**src/rtl/pending_encoder.sv**
```systemverilog
// Accumulates multi-hot request strobes into a pending set and emits one
// binary index per accepted valid/ready transfer, in round-robin order.
module pending_encoder #(
    parameter int unsigned OUTPUT_WIDTH = 5
) (
    input  logic                          clk,
    input  logic                          reset,
    input  logic [(2**OUTPUT_WIDTH)-1:0]  set,
    input  logic                          out_ready,
    output logic                          out_valid,
    output logic [OUTPUT_WIDTH-1:0]       out,
    output logic [(2**OUTPUT_WIDTH)-1:0]  pending
);

    localparam int unsigned N = 2**OUTPUT_WIDTH;

    logic [OUTPUT_WIDTH-1:0] ptr;
    logic [2*N-1:0]          doubled;
    logic [N-1:0]            rotated;
    logic [OUTPUT_WIDTH-1:0] offset;
    logic                    hit;
    logic [OUTPUT_WIDTH-1:0] grant_idx;
    logic                    load;
    logic                    grant;
    logic [N-1:0]            clear;
    logic [N-1:0]            pending_next;

    // Rotating right by ptr lets a fixed lowest-first priority search start at ptr.
    always_comb begin
        doubled = {pending, pending} >> ptr;
        rotated = doubled[N-1:0];
        offset  = '0;
        hit     = 1'b0;
        for (int unsigned i = 0; i < N; i++) begin
            if (!hit && rotated[i]) begin
                hit    = 1'b1;
                offset = i[OUTPUT_WIDTH-1:0];
            end
        end
        grant_idx = ptr + offset;
    end

    always_comb begin
        load  = !out_valid || out_ready;
        grant = load && hit;
        clear = '0;
        if (grant) begin
            clear[grant_idx] = 1'b1;
        end
        // set is applied after clear so a same-cycle re-request stays pending.
        pending_next = (pending & ~clear) | set;
    end

    always_ff @(posedge clk or posedge reset) begin
        if (reset) begin
            pending   <= '0;
            out_valid <= 1'b0;
            out       <= '0;
            ptr       <= '0;
        end else begin
            pending <= pending_next;
            if (load) begin
                if (grant) begin
                    out       <= grant_idx;
                    out_valid <= 1'b1;
                    ptr       <= grant_idx + OUTPUT_WIDTH'(1);
                end else begin
                    out_valid <= 1'b0;
                end
            end
        end
    end

endmodule

```
**config.mk**
```make
export PLATFORM = sky130hd
export DESIGN_NAME = pending_encoder
export DESIGN_NICKNAME = d
export VERILOG_FILES = /design/src/rtl/pending_encoder.sv
export SDC_FILE = /design/constraint.sdc
export NUM_CORES = 1
export LEC_CHECK = 0
export BUFFER_PORTS_ARGS = -buffer_cell sky130_fd_sc_hd__buf_4
export CORE_ASPECT_RATIO = 0.7
export CORE_MARGIN = 3
export CORE_UTILIZATION = 54
export DETAILED_ROUTE_END_ITERATION = 16
export GPL_ROUTABILITY_DRIVEN = 0
export PLACE_DENSITY = 0.79
export SKIP_CTS_REPAIR_TIMING = 1
export SYNTH_ARGS = -nofsm -noshare
export SYNTH_HDL_FRONTEND = slang
export SYNTH_SLANG_ARGS = --single-unit
```
**constraint.sdc**
```tcl
create_clock -name clk -period 4.6 [get_ports clk]
set_input_delay 0.46 -clock clk [delete_from_list [all_inputs] [get_ports clk]]
set_output_delay 0.46 -clock clk [all_outputs]
set_load 0.02 [all_outputs]
```
Word-level counts from Yosys, hierarchy flattened
Index checks and enable logic that the tools add are counted.
- shift-type cells: 1
- bitwise gates (word level): 3
- $add $sub $neg: 2
- reduce and logical (&&, ||, !) cells: 67
- $lt $le $gt $ge: 2
- muxes and demuxes: 67
- operators with widths (operator ; number):
    two-way mux 5 bit ; 29
    right shift 64 x 5 -> 32 bit ; 1
    two-way mux 1 bit ; 35
    logical AND 1 bit ; 33
    AND 32 bit ; 1
    zero test 1 bit ; 32
    two-way mux 32 bit ; 1
    inverter 32 bit ; 1
    OR 32 bit ; 1
    < comparator 5 x 6 -> 1 bit, second input constant ; 1
    adder 5 x 1 -> 5 bit, second input constant ; 1
    adder 5 bit ; 1
    demux 1 bit (select 5 bit) ; 1
    >= comparator 5 x 1 -> 1 bit, second input constant ; 1
    two-way mux 2 bit ; 1
    AND reduction 2 bit ; 1
    logical OR 1 bit ; 1
- word-level logic and storage cells: 146
- input bits: 35
- output and inout port bits: 38
- register bits after elaboration: 43

Depth between registers and ports, before layout
- word-level depth: 104
- depth in mapped cells: 23

Worst setup path before layout
Ideal clock, no wire load.
- path type: reg2reg
- start point: reg ptr[3]
- end point: reg ptr[4]
- slack: -0.445 ns
- setup time: 0.126 ns
- data arrival time: 4.920 ns
- stages on the path, launching flop included: 23
- data required time: 4.474 ns
- path buffers: 3
- cell sequence: dfrtp_1 -> buf_2 -> buf_1 -> mux4_2 -> mux4_2 -> mux2i_1 -> or4b_2 -> a31o_2 -> a21boi_0 -> o21ai_0 -> nand2_1 -> a211o_1 -> ha_1 -> inv_1 -> fa_1 -> inv_1 -> ha_1 -> buf_1 -> nand2_1 -> xor2_1 -> xnor2_1 -> nand2_1 -> xnor2_1
- cells in the longest elaborated chain, start to end: 97
- RTL lines (what ; RTL line ; source):
    from (decl) ; 17 ; logic [OUTPUT_WIDTH-1:0] ptr;
    from (signal assigned) ; 66 ; ptr <= grant_idx + OUTPUT_WIDTH'(1);
    right shift 64 x 5 -> 32 bit * ; 30 ; doubled = {pending, pending} >> ptr;
    two-way mux 1 bit ; 35 ; if (!hit && rotated[i]) begin
    zero test 1 bit ; 35 ;
    logical AND 1 bit ; 35 ;
    two-way mux 1 bit ; 35 ;
    zero test 1 bit ; 35 ;
    logical AND 1 bit ; 35 ;
    two-way mux 1 bit ; 35 ;
    (+82 left out) ; -- ;
    logical AND 1 bit ; 35 ;
    two-way mux 1 bit ; 35 ;
    zero test 1 bit ; 35 ;
    logical AND 1 bit ; 35 ;
    two-way mux 5 bit * ; 35 ;
    adder 5 bit * ; 40 ; grant_idx = ptr + offset;
    named net grant_idx[1] ; 22 ; logic [OUTPUT_WIDTH-1:0] grant_idx;
    adder 5 x 1 -> 5 bit * ; 66 ;
Mark *: on every way through the listed nets, which the timed path passes. The rest lies on a longest branch.
A chain may end at the register's enable or synchronous reset.

Worst setup path in the final report
- start point: reg ptr[1]
- end point: reg ptr[4]
- cells in the longest elaborated chain, start to end: 97
- RTL lines (what ; RTL line):
    right shift 64 x 5 -> 32 bit ; 30
    two-way mux 1 bit ; 35
    zero test 1 bit ; 35
    logical AND 1 bit ; 35
    two-way mux 1 bit ; 35
    zero test 1 bit ; 35
    logical AND 1 bit ; 35
    two-way mux 1 bit ; 35
    (+81 left out) ; --
    zero test 1 bit ; 35
    logical AND 1 bit ; 35
    two-way mux 1 bit ; 35
    zero test 1 bit ; 35
    logical AND 1 bit ; 35
    two-way mux 5 bit or two-way mux 1 bit (tied branches) ; 35
    adder 5 bit or logical AND 1 bit (tied branches) ; 40, 45
    adder 5 x 1 -> 5 bit or AND reduction 2 bit (tied branches) ; --
Several ways; a longest one is shown, not always the timed one.

==> results by group <==
Global routing
  • GRT Total Usage: 38.9%
  • Gr ovfl total: 0
  • First-pass GRT wire length: 31800 um
  • Initial antenna violation count: 2
  • Largest net degree at the start of global routing: 44
  • Vias in the first global route: 5828

Power and ir drop
  • P_leak: 0.00308 uW
  • Clk pwr share: 6.9%
  • Int Pwr: 2660 uW
  • Combinational share of power: 81.2%
  • Switch Pwr: 2580 uW
  • Sw frac: 49.3%
  • PwrDens: 686 nW/um^2
  • Worst vdd ir: 0.633 mV
  • Register share of total power: 11.9%

Logic synthesis
  • Cells after synthesis: 502
  • Synth cell count leaders: 46 x mux4_2, 43 x dfrtp_1, 41 x nor2_1, 34 x nand2_1, 29 x inv_1
  • Syn nets: 547
  • Synth cell types: 67
  • Synth Register Bits: 43
  • Top post-synthesis cells by area: dfrtp_1 21%, mux4_2 20%, mux2i_1 4.5%, mux2_2 3.7%, o32a_1 3.1%
  • Number of synthesis warnings: 0
  • Synthesized cell area: 5110 um^2
  • Seq/Total Area, Yosys: 21.1%
  • Most common cell in the synthesized netlist: mux4_2
  • Post-synth EDFFs: 0
  • Top-area cell type share of the netlist area: 21.1%
  • Ys flop type: dfrtp_1
  • Synth area leader: dfrtp_1
  • Syn avg cell area: 10.2 um^2
  • Fraction of registers with async set/reset: 100%

Floorplanning
  • Io pins: 73
  • Die Height: 87.4 um
  • Initial Utilization: 55.9%
  • Core ar.: 9140 um^2
  • Die width: 122 um
  • Site row count: 29
  • Die Area: 10700 um^2

Worst setup path
  • Worst R2R Path Depth: 22
  • R2R Setup Slk: -0.67 ns
  • R2R Path End: ptr[4]
  • Worst endpoint data arrival time: 5.45 ns
  • CP Capture Type: register
  • Critical path type: register to register
  • Max FO, Critical Path: 8
  • Reg2reg start: ptr[1]
  • Data required, critical path: 4.78 ns
  • Worst Setup Start Kind: register

STA
  • Final worst-path cycle share: 115%
  • Setup ws final: -0.669 ns
  • Final setup vio count: 40
  • Final hold viol count: 0
  • Max Clock Skew: 0.00214 ns
  • Slew of the pin with the lowest slew margin: 0.595 ns
  • WHS: 0.315 ns
  • FMAX: 190 MHz
  • Final Slew Violations: 0
  • Relative slew slack: 60.3%
  • RSZ-0062 raised after global routing: yes
  • Setup TNS: -21.32 ns
  • Tmin final: 5.27 ns

Clocking
  • CTS max path bufs: 2
  • Htree depth: 2
  • Root buf cell: clkbuf_16
  • Clock sink count: 43
  • Skew-Pair Late Insertion Delay: 0.29 ns
  • Clock Pin Slew Worst Setup and Hold Paths: 0.07 ns
  • TritonCTS clock tree: built
  • CTS Buf Count: 5

Detailed routing
  • Via-to-Cell Ratio: 7.41
  • Router iterations before antenna repair: 12
  • DRC Markers: 0
  • Routed Antenna Nets: 0
  • Via count: 6332
  • Initial DRC count: 1308
  • Avg WL per Cell: 28.4 um
  • Routed wire length: 24200 um

Cells and area
  • Ratio of cells with drive above 1 in the final layout: 53.8%
  • Fin util: 83.6%
  • NumNets Final: 775
  • Layout Cells excl Fill: 854
  • Diode count: 0
  • Area growth, synth to finish: 49.5%
  • Design area: 7640 um^2
  • Filler instances: 459

Hold path
  • Worst Hold Class: input pin to async pin

Flow run
  • MaxCap Viol Count: 0

Outcome
  • Failing checks: negative setup slack
  • Status: finished with violations

Placement
  • DP Area: 6980 um^2
  • Dpl hpwl: 15500 um
  • Buffers on Ports: 72
  • Cells after DPL: 824
[placed cells by master (no fill, tap or decap), drive strengths merged, types with 4 or more instances in the layout]
| cell | instances |
|---|---|
| buf | 247 |
| mux4 | 50 |
| dfrtp | 43 |
| nor2 | 41 |
| nand2 | 34 |
| inv | 29 |
| nand2b | 23 |
| mux2i | 23 |
| mux2 | 19 |
| o32a | 16 |
| and2 | 16 |
| a41oi | 16 |
| o221ai | 14 |
| a21oi | 14 |
| xnor2 | 10 |
| a221oi | 9 |
| nand3 | 9 |
| ha | 9 |
| clkbuf | 8 |
| o221a | 7 |
| o21ai | 7 |
| or2 | 6 |
| a21o | 6 |
| a31oi | 5 |
| o22ai | 5 |
| a211oi | 5 |
| xor2 | 5 |
| a221o | 4 |
| nor4 | 4 |
[how the worst max path moves through the flow]
stage               startpoint     endpoint  cells past startpoint
floorplan               ptr[1]  pending[23]                     19
global placement        ptr[3]  pending[11]                     19
detailed placement      ptr[1]   pending[9]                     17
CTS                     ptr[3]  pending[29]                     18
global route            ptr[1]       ptr[4]                     22
finish                  ptr[1]       ptr[4]                     22
[area by class of cell]
| class | instances | area (um^2) | area share [%] |
|---|---|---|---|
| clock buffers | 5 | 125 | 1.64 |
| flip-flops and latches | 43 | 1080 | 14.1 |
| repair buffers | 250 | 2060 | 26.9 |
| well taps | 124 | 155 | 2.03 |
| clock inverters | 2 | 13.8 | 0.180 |
| inverters | 30 | 113 | 1.47 |
| multi-input cells | 400 | 4100 | 53.6 |
[sequential cells by signal, summed over array words and instances, names as in the netlist]
name and count:
pending 32, out 5, ptr 5, out_valid 1
[metrics by stage]
stage / worst slack (ns) / power [uW]
floorplan: -0.149 / 2600
global placement: -0.291 / 3820
detailed placement: -0.421 / 3960
CTS: -0.482 / 4350
global route: -0.974 / 5380
finish: -0.669 / 5240
[worst max-delay path: stages, from the launching register on]
cell and delay [ns]:
dfrtp_2 0.52, buf_12 0.17, buf_4 0.12, mux4_1 0.62
mux4_2 0.50, mux2i_1 0.25, nor4b_2 0.34, nor2_1 0.09
o22ai_1 0.21, nand2_1 0.15, a21oi_2 0.15, a211o_1 0.18
ha_2 0.22, inv_2 0.05, fa_2 0.35, buf_4 0.17
xor2_1 0.26, nor2_1 0.12, nand2_1 0.10, xor2_1 0.19
xnor2_1 0.15, nand2_1 0.09, xnor2_1 0.12
[power by group through the flow]
stage	clock (uW)	sequential [uW]	combinational [uW]
6_report	362	624	4250
5_1_grt	374	626	4380
4_1_cts	357	591	3400
3_5_place_dp	0	592	3370
3_3_place_gp	0	583	3240
2_1_floorplan	0	632	1970
[logic make-up (layout without fill, tap and decap cells)]
family,count (synthesis),count (layout),synth area share (%)
buffers and inverters,61,287,5.27
flip-flops,43,43,21.1
AO/OA/AOI/OAI,130,130,21.5
adder cells (fa/ha/maj),10,10,2.60
AND/OR/NAND/NOR,153,153,15.8
multiplexers,92,92,31.2
XOR/XNOR,13,15,2.67
[metal layers]
metal / part of all wire, % / wire length, um / global-route usage, % / vias up
met1: 34 / 8240 / 49.7 / 2968
met2: 41 / 9950 / 59.4 / 661
met3: 16 / 3900 / 14.0 / 228
met5: 0.40 / 96 / 0 / -
met4: 8.4 / 2030 / 18.0 / 6
li1: - / - / - / 2469
Note: power is estimated with default switching activity, not from simulation.
